**config.mk**
```make
export PLATFORM = sky130hd
export DESIGN_NAME = alu_issue_sched
export DESIGN_NICKNAME = d
export VERILOG_FILES = /design/src/rtl/alu_issue_sched.sv
export SDC_FILE = /design/constraint.sdc
export NUM_CORES = 2
export LEC_CHECK = 0
export BUFFER_PORTS_ARGS = -buffer_cell sky130_fd_sc_hd__clkbuf_2
export CAP_MARGIN = 20
export CORE_UTILIZATION = 40
export CTS_BUF_LIST = sky130_fd_sc_hd__clkbuf_2 sky130_fd_sc_hd__clkbuf_4 sky130_fd_sc_hd__clkbuf_8
export DETAILED_ROUTE_END_ITERATION = 12
export PLACE_DENSITY = 0.53
export SETUP_SLACK_MARGIN = 0.4
export SYNTH_ARGS = -nofsm -noshare
export SYNTH_HDL_FRONTEND = slang
export SYNTH_SLANG_ARGS = --single-unit
```
**constraint.sdc**
```tcl
create_clock -name clk -period 9.75 [get_ports clk]
set_clock_uncertainty 0.1 [all_clocks]
set_input_delay 1.4625 -clock clk [delete_from_list [all_inputs] [get_ports clk]]
set_output_delay 1.4625 -clock clk [all_outputs]
set_load 0.01 [all_outputs]
```
**src/rtl/alu_issue_sched.sv**
```systemverilog
// Oldest-first issue scheduler for the single-cycle ALU: buffers renamed ops, wakes sources
// from writeback broadcasts, and issues at most one ready op per cycle by age priority.

package alu_issue_sched_pkg;
  localparam int unsigned PHYS_REG_BITS = 6;
  localparam int unsigned ROB_TAG_BITS  = 6;

  typedef struct packed {
    logic [3:0]               alu_op;
    logic                     alu_src;
    logic [31:0]              immediate;
    logic [PHYS_REG_BITS-1:0] prd;
    logic [ROB_TAG_BITS-1:0]  rob_tag;
    logic                     reg_write;
  } rs_entry_t;
endpackage

module alu_issue_sched
  import alu_issue_sched_pkg::*;
#(
  parameter int unsigned DEPTH      = 8,
  parameter int unsigned NUM_WAKEUP = 2
) (
  input  logic                                      clk,
  input  logic                                      rst,
  input  logic                                      dispatch_valid,
  output logic                                      dispatch_ready,
  input  rs_entry_t                                 dispatch_entry,
  input  logic [PHYS_REG_BITS-1:0]                  dispatch_prs1,
  input  logic [PHYS_REG_BITS-1:0]                  dispatch_prs2,
  input  logic                                      dispatch_rdy1,
  input  logic                                      dispatch_rdy2,
  input  logic [NUM_WAKEUP-1:0]                     wakeup_en,
  input  logic [NUM_WAKEUP-1:0][PHYS_REG_BITS-1:0]  wakeup_prd,
  input  logic                                      alu_ready,
  output logic                                      issue_en,
  output rs_entry_t                                 issue_entry,
  output logic [PHYS_REG_BITS-1:0]                  issue_prs1,
  output logic [PHYS_REG_BITS-1:0]                  issue_prs2,
  input  logic                                      flush,
  output logic [$clog2(DEPTH):0]                    occupancy
);

  localparam int unsigned IdxW = $clog2(DEPTH);
  localparam int unsigned CntW = IdxW + 1;

  logic [DEPTH-1:0]         valid_q, valid_d;
  logic [DEPTH-1:0]         rdy1_q, rdy1_d;
  logic [DEPTH-1:0]         rdy2_q, rdy2_d;
  rs_entry_t                ent_q  [DEPTH];
  rs_entry_t                ent_d  [DEPTH];
  logic [PHYS_REG_BITS-1:0] prs1_q [DEPTH];
  logic [PHYS_REG_BITS-1:0] prs1_d [DEPTH];
  logic [PHYS_REG_BITS-1:0] prs2_q [DEPTH];
  logic [PHYS_REG_BITS-1:0] prs2_d [DEPTH];
  // age_q[i][j] set means entry j is older than entry i
  logic [DEPTH-1:0]         age_q  [DEPTH];
  logic [DEPTH-1:0]         age_d  [DEPTH];

  logic [DEPTH-1:0] wake1, wake2;
  logic             disp_wake1, disp_wake2;
  logic [DEPTH-1:0] eligible, grant, issue_oh;
  logic [IdxW-1:0]  issue_idx, free_idx;
  logic             alloc;
  logic [CntW-1:0]  occ;

  always_comb begin
    wake1      = '0;
    wake2      = '0;
    disp_wake1 = 1'b0;
    disp_wake2 = 1'b0;
    for (int k = 0; k < NUM_WAKEUP; k++) begin
      if (wakeup_en[k]) begin
        for (int i = 0; i < DEPTH; i++) begin
          if (wakeup_prd[k] == prs1_q[i]) wake1[i] = 1'b1;
          if (wakeup_prd[k] == prs2_q[i]) wake2[i] = 1'b1;
        end
        if (wakeup_prd[k] == dispatch_prs1) disp_wake1 = 1'b1;
        if (wakeup_prd[k] == dispatch_prs2) disp_wake2 = 1'b1;
      end
    end
  end

  // Ages form a total order over valid entries, so at most one grant bit is set.
  always_comb begin
    eligible = valid_q & rdy1_q & rdy2_q;
    grant    = '0;
    for (int i = 0; i < DEPTH; i++) begin
      grant[i] = eligible[i] && ((age_q[i] & eligible) == '0);
    end
  end

  always_comb begin
    issue_idx = '0;
    for (int i = 0; i < DEPTH; i++) begin
      if (grant[i]) issue_idx = IdxW'(i);
    end
  end

  always_comb begin
    free_idx = '0;
    for (int i = DEPTH - 1; i >= 0; i--) begin
      if (!valid_q[i]) free_idx = IdxW'(i);
    end
  end

  always_comb begin
    occ = '0;
    for (int i = 0; i < DEPTH; i++) begin
      occ = occ + CntW'(valid_q[i]);
    end
  end

  assign occupancy      = occ;
  assign dispatch_ready = (occ < CntW'(DEPTH));
  assign issue_en       = alu_ready && (|eligible) && !flush;
  assign issue_oh       = issue_en ? grant : '0;
  assign alloc          = dispatch_valid && dispatch_ready && !flush;
  assign issue_entry    = ent_q[issue_idx];
  assign issue_prs1     = prs1_q[issue_idx];
  assign issue_prs2     = prs2_q[issue_idx];

  always_comb begin
    valid_d = valid_q & ~issue_oh;
    rdy1_d  = rdy1_q | (wake1 & valid_q);
    rdy2_d  = rdy2_q | (wake2 & valid_q);
    ent_d   = ent_q;
    prs1_d  = prs1_q;
    prs2_d  = prs2_q;
    age_d   = age_q;

    if (alloc) begin
      valid_d[free_idx] = 1'b1;
      ent_d[free_idx]   = dispatch_entry;
      prs1_d[free_idx]  = dispatch_prs1;
      prs2_d[free_idx]  = dispatch_prs2;
      rdy1_d[free_idx]  = dispatch_rdy1 | disp_wake1;
      rdy2_d[free_idx]  = dispatch_rdy2 | disp_wake2;
      // The newcomer is younger than every survivor; wipe stale bits of the previous occupant.
      for (int r = 0; r < DEPTH; r++) begin
        age_d[r][free_idx] = 1'b0;
      end
      age_d[free_idx] = valid_q & ~issue_oh;
    end

    if (flush) valid_d = '0;

    rdy1_d = rdy1_d & valid_d;
    rdy2_d = rdy2_d & valid_d;
  end

  always_ff @(posedge clk) begin
    if (rst) begin
      valid_q <= '0;
      rdy1_q  <= '0;
      rdy2_q  <= '0;
      for (int i = 0; i < DEPTH; i++) begin
        ent_q[i]  <= '0;
        prs1_q[i] <= '0;
        prs2_q[i] <= '0;
        age_q[i]  <= '0;
      end
    end else begin
      valid_q <= valid_d;
      rdy1_q  <= rdy1_d;
      rdy2_q  <= rdy2_d;
      for (int i = 0; i < DEPTH; i++) begin
        ent_q[i]  <= ent_d[i];
        prs1_q[i] <= prs1_d[i];
        prs2_q[i] <= prs2_d[i];
        age_q[i]  <= age_d[i];
      end
    end
  end

endmodule

```
After elaboration in Yosys (flattened, before gate mapping)
Index checks and enable logic that the tools add are counted.
- logic and storage cells: 267
- flip-flop bits (word level): 584
- input bits: 83
- output and inout port bits: 68
- reduce and logical (&&, ||, !) cells: 24
- order comparisons: 6
- bitwise logic cells: 32
- muxes and demuxes: 87
- $add $sub $neg: 7
- equal/unequal tests: 36
- operators by type and width (operator ; count):
    $bwmux W400 ; 1
    $eq A6 B6 Y1 ; 36
    $and A8 B8 Y8 ; 23
    $bmux W50 S3 ; 1
    $demux W50 S3 ; 1
    $mux W50 ; 3
    $bwmux W48 ; 2
    $mux W8 ; 10
    $bwmux W64 ; 1
    $logic_not A8 Y1 ; 8
    $mux W1 ; 42
    $mux W3 ; 14
    $bmux W6 S3 ; 2
    $mux W6 ; 5
    $demux W8 S3 ; 1
    $or A8 B8 Y8 ; 3
    $demux W6 S3 ; 1
    $add A4 B1 Y4 ; 4
    $bwmux W8 ; 2
    $not A8 Y8 ; 2
    $logic_and A1 B1 Y1 ; 14
    $ge A4 B4 Y1 const B ; 2
    $not A3 Y4 ; 2
    $reduce_or A8 Y1 ; 1
    10 further kinds ; 11

Depth between registers and ports, before layout
- depth in word-level cells: 16
- mapped depth: 16
- gate-level depth less buffers: 13

Worst setup path before layout
OpenSTA, ideal clock, no wires.
- kind: reg2out
- start point: register valid_q[0]
- end point: output occupancy[2]
- required time: 8188 ps
- buffers on the path: 2
- setup slack: 5026 ps
- stages on the path, launching flop included: 12
- data arrival time: 3161 ps
- cells stage by stage: dfxtp_1 -> buf_2 -> buf_1 -> inv_1 -> fa_1 -> fa_1 -> fa_1 -> inv_1 -> ha_1 -> inv_1 -> fa_1 -> xnor2_1
- cells in the longest elaborated chain, start to end: 7
- ends and longest elaborated chain (what ; RTL line ; text):
    from (decl) ; 47 ; logic [DEPTH-1:0] valid_q, valid_d;
    from (signal assigned) ; 164 ; valid_q <= valid_d;
    $add A1 B1 Y2 ; 110 ; occ = occ + CntW'(valid_q[i]);
    $add A2 B1 Y3 ; 110 ;
    $add A3 B1 Y4 ; 110 ;
    $add A4 B1 Y4 (4 in series) ; 110 ;
    to (decl) ; 41 ; output logic [$clog2(DEPTH):0] occupancy
No other way between the ends.

==> flow_metrics.tcl <==
set metrics [dict create \
    cts_buffers 105 \
    grt_max_degree 125 \
    maxCapViolCount 0 \
    synth_top_family_by_area "compound AO/OA/AOI/OAI gates" \
    post-route-period-util_pct 70.1 \
    placement_rows 100 \
    drt-initial-drc-count 3422 \
    synth_edf_count 0 \
    slew_headroom_pct 25.0 \
    synth_cells 4113 \
    yosysMostFrequentCell "nand2_1" \
    synth_cell_types 59 \
    synth_compound_area_share_pct 25.6 \
    hold_viol 0 \
    fillers 7593 \
    wl_per_cell_um 24.1 \
    setup_ws_ns 2.92 \
    critPathCaptureType "primary output" \
    area.sequential_mm2 0.0117 \
    clockBufferDepth 3 \
    multiInputGateArea_mm2 0.0166 \
    yosysTopAreaCell "dfxtp_1" \
    rr_worst_depth 14 \
    p_per_area_mw_per_mm2 159 \
    highest_layer "met5" \
    synth-xor-area-share_pct 6.26 \
    whs_path_depth 2 \
    leakagePower_nw 10.2 \
    antenna_found_initial 4 \
    grt.total_usage_pct 30.7 \
    root_buffer "clkbuf_8" \
    maxSlewViolCount 0 \
    grt_pass1_vias 28700 \
    required_ns 8.19 \
    cts.sinks 584 \
    ios 151 \
    hpwl_um 65000 \
    drt-total-wl_um 121000 \
    rsz0062_at_grt "false" \
    critical_path_class "reg2out" \
    synthSimpleGateAreaFrac_pct 21.4 \
    grt_pass1_wl_um 184000 \
    cp-start-kind "flip-flop" \
    dp_slack_ns 3.72 \
    die_h_um 277 \
    muxShareOfSynthArea_pct 0.396 \
    setup_tns_ns 0 \
    reg2reg_slack_ns 3.65 \
    max_clock_freq_mhz 146 \
    async_flop_share_pct 0 \
    start_util_pct 40.6 \
    gr-total-overflow 0 \
    synth_seq_cells 584 \
    clk_latency_ns 0.72 \
    ys.flop_type "dfxtp_1" \
    drc_errors 0 \
    clk_pin_slew_ns 0.06 \
    cts_resized 0 \
    syn_avg_cell_area_um2 7.38 \
    drive_gt1_share_pct 10.7 \
    viasPerCell 6.02 \
    synth_common_cells "1038 x nand2_1, 710 x a21oi_1, 584 x dfxtp_1, 304 x clkbuf_1, 270 x nand3_1" \
    port_buffers 150 \
    dieArea_mm2 0.0770 \
    wl_met3_um 9020 \
    power_mw 5.29 \
    detail-route-antenna-nets 0 \
    yosys-top-cells-area "dfxtp_1 39%, nand2_1 13%, a21oi_1 12%" \
    htreeDepth 3 \
    first_pass_iters 7 \
    worst-slew-pin-transition_ns 1.12 \
    r2r-start "valid_q[1]$_SDFF_PP0_" \
    synth-seq-area-share_pct 38.5 \
    ir_drop_mv 0.0911 \
    cts_tree "done" \
    status "finished, final reports clean" \
    hold_buffers 0 \
    dr_total_vias 30200 \
    hold_path.class "reg2reg" \
    synth_fa_ha_area_share_pct 0.388 \
    dieWidth_um 277 \
    gp_congestion 0.929 \
    arrival_ns 5.27 \
    wl_met2_um 54900 \
    wl_met1_um 54100 \
    syn-num-nets 4203 \
    synth_warnings 0 \
    setup_viol 0 \
    path_max_fanout 73 \
    core-area_mm2 0.0747 \
    post-route-min-period_ns 6.83 \
    startpoint "valid_q[2]$_SDFF_PP0_" \
    syn2layout_area_growth_pct 9.55 \
    nNetsFinal 4049 \
    postCtsSetupBuffers 0 \
    yosys.area.top_type_share_pct 38.5 \
    netlist_area_mm2 0.0303 \
]
critical path, stage by stage, from the launching register on:
cell and delay [ns]:
dfxtp_1 0.59, nand3_1 0.27, o2111ai_1 0.28, a2111o_1 0.26, and2_4 0.60, and3_4 1.02, buf_4 0.72, o211ai_1 0.18
o32a_1 0.29, clkbuf_2 0.16
cells in the final DEF, fill, tap and decap left out, types with 4 or more instances in the layout:
master,Yosys,final
clkbuf_2,1,149
nor4_1,4,4
clkbuf_8,0,139
o21ai_1,3,4
and3_1,10,8
mux2i_1,12,12
inv_1,32,32
fa_1,4,4
nand2_1,1038,1034
o211ai_1,188,188
nor3_1,49,49
clkbuf_4,0,30
a22oi_1,17,17
o2111ai_1,70,68
nand4_1,60,60
nand3_1,270,268
nor3b_1,8,8
dfxtp_1,584,584
nor2_4,0,9
nand2b_1,6,6
xor2_1,60,60
a211oi_1,21,21
a21o_1,63,63
xnor2_1,157,157
nor2_1,58,50
o21ai_0,89,88
a32oi_1,5,5
buf_4,52,52
or4_1,18,18
nand2_4,0,5
a22o_1,5,5
o32a_1,62,62
clkinv_2,0,18
a21oi_1,710,710
path summary, 6_finish.rpt:
check	to
worst max-delay path	issue_entry[46]
worst min-delay path	flip-flop
worst max register to register	age_q[59]$_SDFFE_PP0N_
worst min register to register	flip-flop
metrics by stage:
| step | cell area (µm²) | utilization (%) | std cells | hold slack, ns |
|---|---|---|---|---|
| global placement | 30800 | 41.3 | 4819 | 0.339 |
| finish | 33200 | 44.5 | 5017 | 0.351 |
| CTS | 33200 | 44.5 | 5016 | 0.353 |
| detailed placement | 30900 | 41.3 | 4821 | 0.345 |
| floorplan | 30300 | - | 4113 | 0.308 |
| global route | 33200 | 44.5 | 5017 | 0.365 |
cell families after synthesis:
family | count (synthesis)
AND/OR/NAND/NOR | 1535
AO/OA/AOI/OAI | 1258
flip-flops | 584
buffers and inverters | 500
XOR/XNOR | 217
multiplexers | 12
adder cells (fa/ha/maj) | 7
where the power goes:
part / leakage (nW) / switching, mW / internal, mW / total [mW]
combinational: 4.26 / 0.203 / 0.0898 / 0.293
sequential: 4.71 / 0.0117 / 2.40 / 2.41
clock: 1.26 / 1.11 / 1.47 / 2.58
total: 10.2 / 1.33 / 3.96 / 5.29
routing by layer:
layer  vias up  GRT usage [%]
met3       228           4.68
met1     14700           42.7
met4         6           8.45
li1      14000              -
met2      1315           48.9
met5         -              0
flip-flops by register name, indices dropped and copies added (netlist names), named ones only:
register,count
age_q,56
ent_q,400
prs1_q,48
prs2_q,48
rdy1_q,8
rdy2_q,8
valid_q,8
layout make-up:
type	count	area share, %
multi-input combinational	3029	50.1
sequential	584	35.2
clock buffer	169	6.43
tap	969	3.65
timing repair buffer	205	3.60
clock inverter	26	0.692
inverter	34	0.384
antenna	1	0.00753
No activity file was read; power rests on OpenSTA's default activity.
